$ cat config.mk
export PLATFORM = sky130hd
export DESIGN_NAME = weight_load_controller
export DESIGN_NICKNAME = d
export VERILOG_FILES = /design/src/rtl/weight_load_controller.sv
export SDC_FILE = /design/constraint.sdc
export NUM_CORES = 1
export LEC_CHECK = 0
export ABC_CLOCK_PERIOD_IN_PS = 2500
export BUFFER_PORTS_ARGS = -buffer_cell sky130_fd_sc_hd__buf_2
export CORE_MARGIN = 2
export CORE_UTILIZATION = 48
export CTS_CLUSTER_SIZE = 28
export DETAILED_ROUTE_END_ITERATION = 10
export GPL_TIMING_DRIVEN = 0
export PLACE_DENSITY = 0.93
export SYNTH_ARGS = -nofsm -noshare
export SYNTH_HDL_FRONTEND = slang
export SYNTH_SLANG_ARGS = --single-unit
$ cat constraint.sdc
create_clock -name clk -period 2.5 [get_ports clk]
set_input_delay 0.625 -clock clk [delete_from_list [all_inputs] [get_ports clk]]
set_output_delay 0.625 -clock clk [all_outputs]
set_load 0.01 [all_outputs]
$ cat src/rtl/weight_load_controller.sv
// Weight load controller: fills ARRAYWIDTH column shifters with ARRAYHEIGHT words each,
// then drives their shift-out enables. Define WEIGHT_SKEW_EN for diagonal (skewed) shift-out.
module weight_load_controller #(
  parameter int DATASIZE    = 8,
  parameter int ARRAYHEIGHT = 4,
  parameter int ARRAYWIDTH  = 4
) (
  input  logic                  clk,
  input  logic                  rst,
  input  logic                  w_valid,
  input  logic [DATASIZE-1:0]   w_data,
  output logic                  w_ready,
  input  logic                  shift_req,
  input  logic                  clear,
  output logic [DATASIZE-1:0]   wr_data,
  output logic [ARRAYWIDTH-1:0] load_en,
  output logic [ARRAYWIDTH-1:0] out_en,
  output logic                  loaded,
  output logic                  done
);

`ifdef WEIGHT_SKEW_EN
  localparam int SHIFT_LEN = ARRAYHEIGHT + ARRAYWIDTH - 1;
`else
  localparam int SHIFT_LEN = ARRAYHEIGHT;
`endif

  localparam int ROW_W = (ARRAYHEIGHT > 1) ? $clog2(ARRAYHEIGHT) : 1;
  localparam int COL_W = (ARRAYWIDTH > 1) ? $clog2(ARRAYWIDTH) : 1;
  localparam int K_W   = (SHIFT_LEN > 1) ? $clog2(SHIFT_LEN) : 1;

  localparam logic [ROW_W-1:0]      ROW_LAST = ROW_W'(ARRAYHEIGHT - 1);
  localparam logic [COL_W-1:0]      COL_LAST = COL_W'(ARRAYWIDTH - 1);
  localparam logic [K_W-1:0]        K_LAST   = K_W'(SHIFT_LEN - 1);
  localparam logic [ARRAYWIDTH-1:0] COL_ONE  = ARRAYWIDTH'(1);

  typedef enum logic [1:0] {
    IDLE  = 2'd0,
    LOAD  = 2'd1,
    FULL  = 2'd2,
    SHIFT = 2'd3
  } state_e;

  state_e                  state_q, state_d;
  logic [ROW_W-1:0]        row_q, row_d;
  logic [COL_W-1:0]        col_q, col_d;
  logic [K_W-1:0]          k_q, k_d;
  logic [ARRAYWIDTH-1:0]   out_en_q, out_en_d;
  logic                    done_q, done_d;
  logic                    accept_s;

  // Column enable pattern for shift cycle k; the skewed build staggers columns by one cycle.
  function automatic logic [ARRAYWIDTH-1:0] col_enables(input logic [K_W-1:0] k);
    logic [ARRAYWIDTH-1:0] en;
    en = '0;
    for (int j = 0; j < ARRAYWIDTH; j++) begin
`ifdef WEIGHT_SKEW_EN
      en[j] = (int'(k) >= j) && (int'(k) < j + ARRAYHEIGHT);
`else
      en[j] = (int'(k) < ARRAYHEIGHT);
`endif
    end
    return en;
  endfunction

  // Handshake and per-column load strobe, combinational in the accept cycle.
  always_comb begin
    w_ready  = 1'b0;
    accept_s = 1'b0;
    load_en  = '0;
    wr_data  = w_data;
    loaded   = 1'b0;
    out_en   = out_en_q;
    done     = done_q;
    if (((state_q == IDLE) || (state_q == LOAD)) && !clear) begin
      w_ready = 1'b1;
    end else begin
      w_ready = 1'b0;
    end
    accept_s = w_valid && w_ready;
    if (accept_s) begin
      load_en = COL_ONE << col_q;
    end else begin
      load_en = '0;
    end
    loaded = (state_q == FULL);
  end

  // Next-state logic; clear overrides every transition.
  always_comb begin
    state_d  = state_q;
    row_d    = row_q;
    col_d    = col_q;
    k_d      = k_q;
    out_en_d = '0;
    done_d   = 1'b0;
    if (clear) begin
      state_d = IDLE;
      row_d   = '0;
      col_d   = '0;
      k_d     = '0;
    end else begin
      case (state_q)
        IDLE, LOAD: begin
          if (accept_s) begin
            if (row_q == ROW_LAST) begin
              row_d = '0;
              if (col_q == COL_LAST) begin
                state_d = FULL;
                col_d   = '0;
              end else begin
                state_d = LOAD;
                col_d   = col_q + COL_W'(1);
              end
            end else begin
              state_d = LOAD;
              row_d   = row_q + ROW_W'(1);
            end
          end else begin
            state_d = state_q;
          end
        end
        FULL: begin
          if (shift_req) begin
            state_d  = SHIFT;
            k_d      = '0;
            out_en_d = col_enables(K_W'(0));
          end else begin
            state_d = FULL;
          end
        end
        SHIFT: begin
          if (k_q == K_LAST) begin
            state_d = IDLE;
            k_d     = '0;
            done_d  = 1'b1;
          end else begin
            k_d      = k_q + K_W'(1);
            out_en_d = col_enables(k_q + K_W'(1));
          end
        end
        default: begin
          state_d = IDLE;
          row_d   = '0;
          col_d   = '0;
          k_d     = '0;
        end
      endcase
    end
  end

  // State, counters and registered outputs.
  always_ff @(posedge clk or posedge rst) begin
    if (rst) begin
      state_q  <= IDLE;
      row_q    <= '0;
      col_q    <= '0;
      k_q      <= '0;
      out_en_q <= '0;
      done_q   <= 1'b0;
    end else begin
      state_q  <= state_d;
      row_q    <= row_d;
      col_q    <= col_d;
      k_q      <= k_d;
      out_en_q <= out_en_d;
      done_q   <= done_d;
    end
  end

endmodule

# Word-level counts from Yosys, hierarchy flattened
# Index checks and enable logic that the tools add are counted.
word_totals:
  regBits: 13
  in_bits: 13
classes:
  add_sub_neg: 3
  n_eq_ne: 9
  n_shift: 1
  mux: 29
  n_reduce_logical: 14
ops:
  columns: ["cell", "n"]
  rows:
  - ["2-to-1 mux 2 bit", 17]
  - ["2-to-1 mux 4 bit", 4]
  - ["equality test 2 bit, second input constant", 5]
  - ["inequality test 3 bit, second input constant", 3]
  - ["case mux 4 bit (2 select lines)", 1]
  - ["adder 2 x 1 -> 2 bit, second input constant", 3]
  - ["case mux 2 bit (3 select lines)", 1]
  - ["AND reduction 2 bit", 3]
  - ["nonzero test 2 bit", 3]
  - ["2-to-1 mux 1 bit", 5]
  - ["case mux 2 bit (2 select lines)", 1]
  - ["left shift 1 x 2 -> 4 bit, first input constant", 1]
  - ["AND reduction 3 bit", 1]
  - ["nonzero test 3 bit", 1]
  - ["equality test 2 x 1 -> 1 bit, second input constant", 1]
  - ["logical AND 1 bit", 2]
  - ["logical NOT 2 bit", 1]
  - ["OR reduction 2 bit", 1]
  - ["logical NOT 1 bit", 1]
  - ["logical OR 1 bit", 1]

# Depth between registers and ports, before layout
depth:
  depth_word: 8
  mapped_depth: 5

# Worst setup path after synthesis
# No wires, ideal clock.
synth_timing:
  path_type: "input to output"
  startpoint: "input clear"
  endpoint: "output load_en[0]"
  t_arrival_ns: 1.051
  t_required_ns: 1.875
  path_slack_ns: 0.824
  path_stages: 2
  cell_sequence: "nor3b_4 -> and2_1"
synth_via:
  elab_chain_cells: 5
synth_lines:
  columns: ["item", "line_no", "rtl"]
  rows:
  - ["start: declaration", "14", "input logic clear,"]
  - ["logical NOT 1 bit", "75", "if (((state_q == IDLE) || (state_q == LOAD)) && !clear) begin"]
  - ["logical AND 1 bit", "75", null]
  - ["2-to-1 mux 1 bit", "75", null]
  - ["logical AND 1 bit", "80", "accept_s = w_valid && w_ready;"]
  - ["2-to-1 mux 4 bit", "81", "if (accept_s) begin"]
  - ["end: declaration", "16", "output logic [ARRAYWIDTH-1:0] load_en,"]
# Every way passes these cells.

# Final worst setup path
layout_timing:
  startpoint: "register state_q[1]"
  endpoint: "output load_en[2]"
layout_via:
  elab_chain_cells: 6
  word_cells_on_any_way: 7
layout_lines:
  columns: ["item", "line_no", "rtl"]
  rows:
  - ["start: declaration", "44", "state_e state_q, state_d;"]
  - ["start signal: assignment", "162", "state_q <= state_d;"]
  - ["equality test 2 x 1 -> 1 bit or logical NOT 2 bit (tied branches)", "75", null]
  - ["logical OR 1 bit *", "75", null]
  - ["logical AND 1 bit *", "75", null]
  - ["2-to-1 mux 1 bit *", "75", null]
  - ["logical AND 1 bit *", "80", null]
  - ["2-to-1 mux 4 bit *", "81", null]
# Mark *: on every way between the ends. The rest lies on a longest branch, timed or not.

==> flow_summary.ini <==
[cts]
post_cts_resize_count = 0
path_clk_slew_ns = 0.07
hold_buffers = 0
cts_tree = built
cts_buffers = 3
cts_root_buffer = clkbuf_4
htree_levels = 1
cts_buffer_depth = 2
cts_sinks = 10
clock_latency_ns = 0.27
post-cts-setup-buffers = 0

[routing]
first_pass_iters = 4
vias_per_cell = 5.15
drt-initial-drc-count = 8
drc = 0
antenna_left = 0
wirelength_um = 1180
via_count = 567
wl_per_cell_um = 10.8

[logic_synthesis]
synth.area.top_cells = dfrtp_1, buf_4, ha_1, nor2_1, a32oi_1
ys_top_cells_by_count = buf_4, dfrtp_1, nor2_1, ha_1
synth_top_area_share_pct = 36.7
synthDistinctLibCells = 24
postSynthCellCount = 68
synth_edf_count = 0
ys_seq_area_share_pct = 36.7
synth_seq_cells = 10
synth-main-ff-cell = dfrtp_1
yosysTopAreaCell = dfrtp_1
synthesis.area_um2 = 682
synth_most_common_cell = buf_4
async_reset_ff_share_pct = 100
syn_avg_cell_area_um2 = 10.0
ys_warn_count = 0
syn-num-nets = 87

[global_routing]
overflow = 0
grt_start_max_net_pins = 11
antenna_found_initial = 0
grt_pass1_vias = 553
grt_usage_pct = 15.3
grt_pass1_wl_um = 2130

[final_layout]
nets = 115
fill_cells = 112
multi_input_area_um2 = 307
diodes = 0
final_core_util_pct = 64.7
seq_area_um2 = 250
area_growth_pct = 25.0
drive_above_1_share_pct = 46.3
finalNonFillerCells = 110

[worst_setup_path]
cp_data_arrival_time_ns = 1.38
r2r_cells = 4
crit_type = reg2out
critical_path_required_ns = 1.88
startpoint_type = register
worst_setup_path_end_kind = primary output
crit_path_max_fanout = 10

[timing]
fin_crit_sh_pct = 80.3
max_freq_mhz = 498
skew_ns = 0.00273
hold_violations = 0
worst_pin_slew_ns = 0.424
rsz0062_at_grt = false
drv_slew = 0
max-slew-margin-rel_pct = 71.5
setup_ws_ns = 0.493
final-setup-viol-count = 0
final.min_clock_period_ns = 2.01
tns_ns = 0

[floorplanning]
rows = 13
die_width_um = 41.7
core_area_um2 = 1320
start_util_pct = 51.8
fp.dieH_um = 41.7
ios = 32
die_area_um2 = 1740

[run_status]
outcome = completed

[placed_design]
place_worst_setup_slack_ns = 0.531
gp_congestion = 0.773
io_buffers = 23
dp.cells = 106
dp_hpwl_um = 930

[power]
peakVddDrop_mv = 0.336
cellPowerDensity_nw_per_um2 = 431
finalPower_mw = 0.368
leakagePower_nw = 0.468

[hold_path]
hold_class = in2async

[run]
maxCapViolCount = 0
-- final cells by class --
type,count,share of cell area [%]
flip-flops and latches,10,29.4
repair buffers,23,13.5
multi-input cells,40,36.0
inverters,4,1.76
plain buffers,14,12.9
well taps,15,2.20
clock buffers,4,4.26
-- power by group --
part	switching (mW)	leakage (nW)	internal, mW
Sequential	0.00389	0.137	0.166
Clock	0.0581	0.0210	0.0885
Combinational	0.0248	0.310	0.0267
Total	0.0867	0.468	0.281
-- stage by stage --
step / instance area (um^2) / hold WS, ns
after floorplan: 682 / 0.465
after global placement: 816 / 0.498
after detailed placement: 816 / 0.504
after CTS: 852 / 0.325
after global routing: 852 / 0.363
final: 852 / 0.310
-- registers in the layout, indices dropped and copies added (netlist names) --
register / cells
k_q: 2
done: 1
row_q: 2
col_q: 2
state_q: 2
out_en: 1
-- layer usage --
layer	vias to the layer above	wire length, um	GRT usage (%)
met5	-	0	0
met4	0	36	8.39
met3	5	113	2.61
met2	33	572	25.3
met1	256	461	18.6
li1	273	-	-
-- path summary, 6_finish.rpt --
check / startpoint / to / slack [ns]
setup reg to reg: row_q[0]$_DFFE_PP0P_ / state_q[0]$_DFFE_PP0P_ / 1.29
min in group clk: k_q[1]$_DFFE_PP0P_ / k_q[1]$_DFFE_PP0P_ / 0.52
hold reg to reg: k_q[1]$_DFFE_PP0P_ / k_q[1]$_DFFE_PP0P_ / 0.52
setup / recovery: state_q[1]$_DFFE_PP0P_ / load_en[2] / 0.49
max in group asynchronous: rst / k_q[0]$_DFFE_PP0P_ / 1.93
hold / removal: rst / col_q[0]$_DFFE_PP0P_ / 0.31
-- critical path: stages, from the launching register on --
cell and delay, ns:
dfrtp_1 0.38, buf_6 0.14, nor3b_4 0.30, and2_1 0.17
buf_2 0.12
-- cell families after synthesis --
kind of cell	after synthesis	synth area share, %
buf+inv	18	18.3
mux	1	1.47
fa+ha+maj	6	11.0
flops	10	36.7
simple gates	22	19.6
compound gates	11	12.8
-- placed cells by master (no fill, tap or decap) --
| master | count |
|---|---|
| a211oi_2 | 1 |
| a21oi_1 | 2 |
| a22oi_1 | 1 |
| a31o_1 | 1 |
| a32o_1 | 1 |
| a32oi_1 | 3 |
| and2_1 | 4 |
| and4b_1 | 1 |
| buf_2 | 24 |
| buf_4 | 11 |
| buf_6 | 2 |
| clkbuf_4 | 3 |
| clkbuf_8 | 1 |
| dfrtp_1 | 10 |
| ha_1 | 6 |
| inv_1 | 4 |
| mux2i_1 | 1 |
| nand2_1 | 4 |
| nand3b_1 | 1 |
| nor2_1 | 8 |
| nor2b_1 | 1 |
| nor2b_4 | 1 |
| nor3b_1 | 1 |
| nor3b_4 | 1 |
| o21ai_0 | 1 |
| o31ai_1 | 1 |
Note: power is estimated with default switching activity, not from simulation.
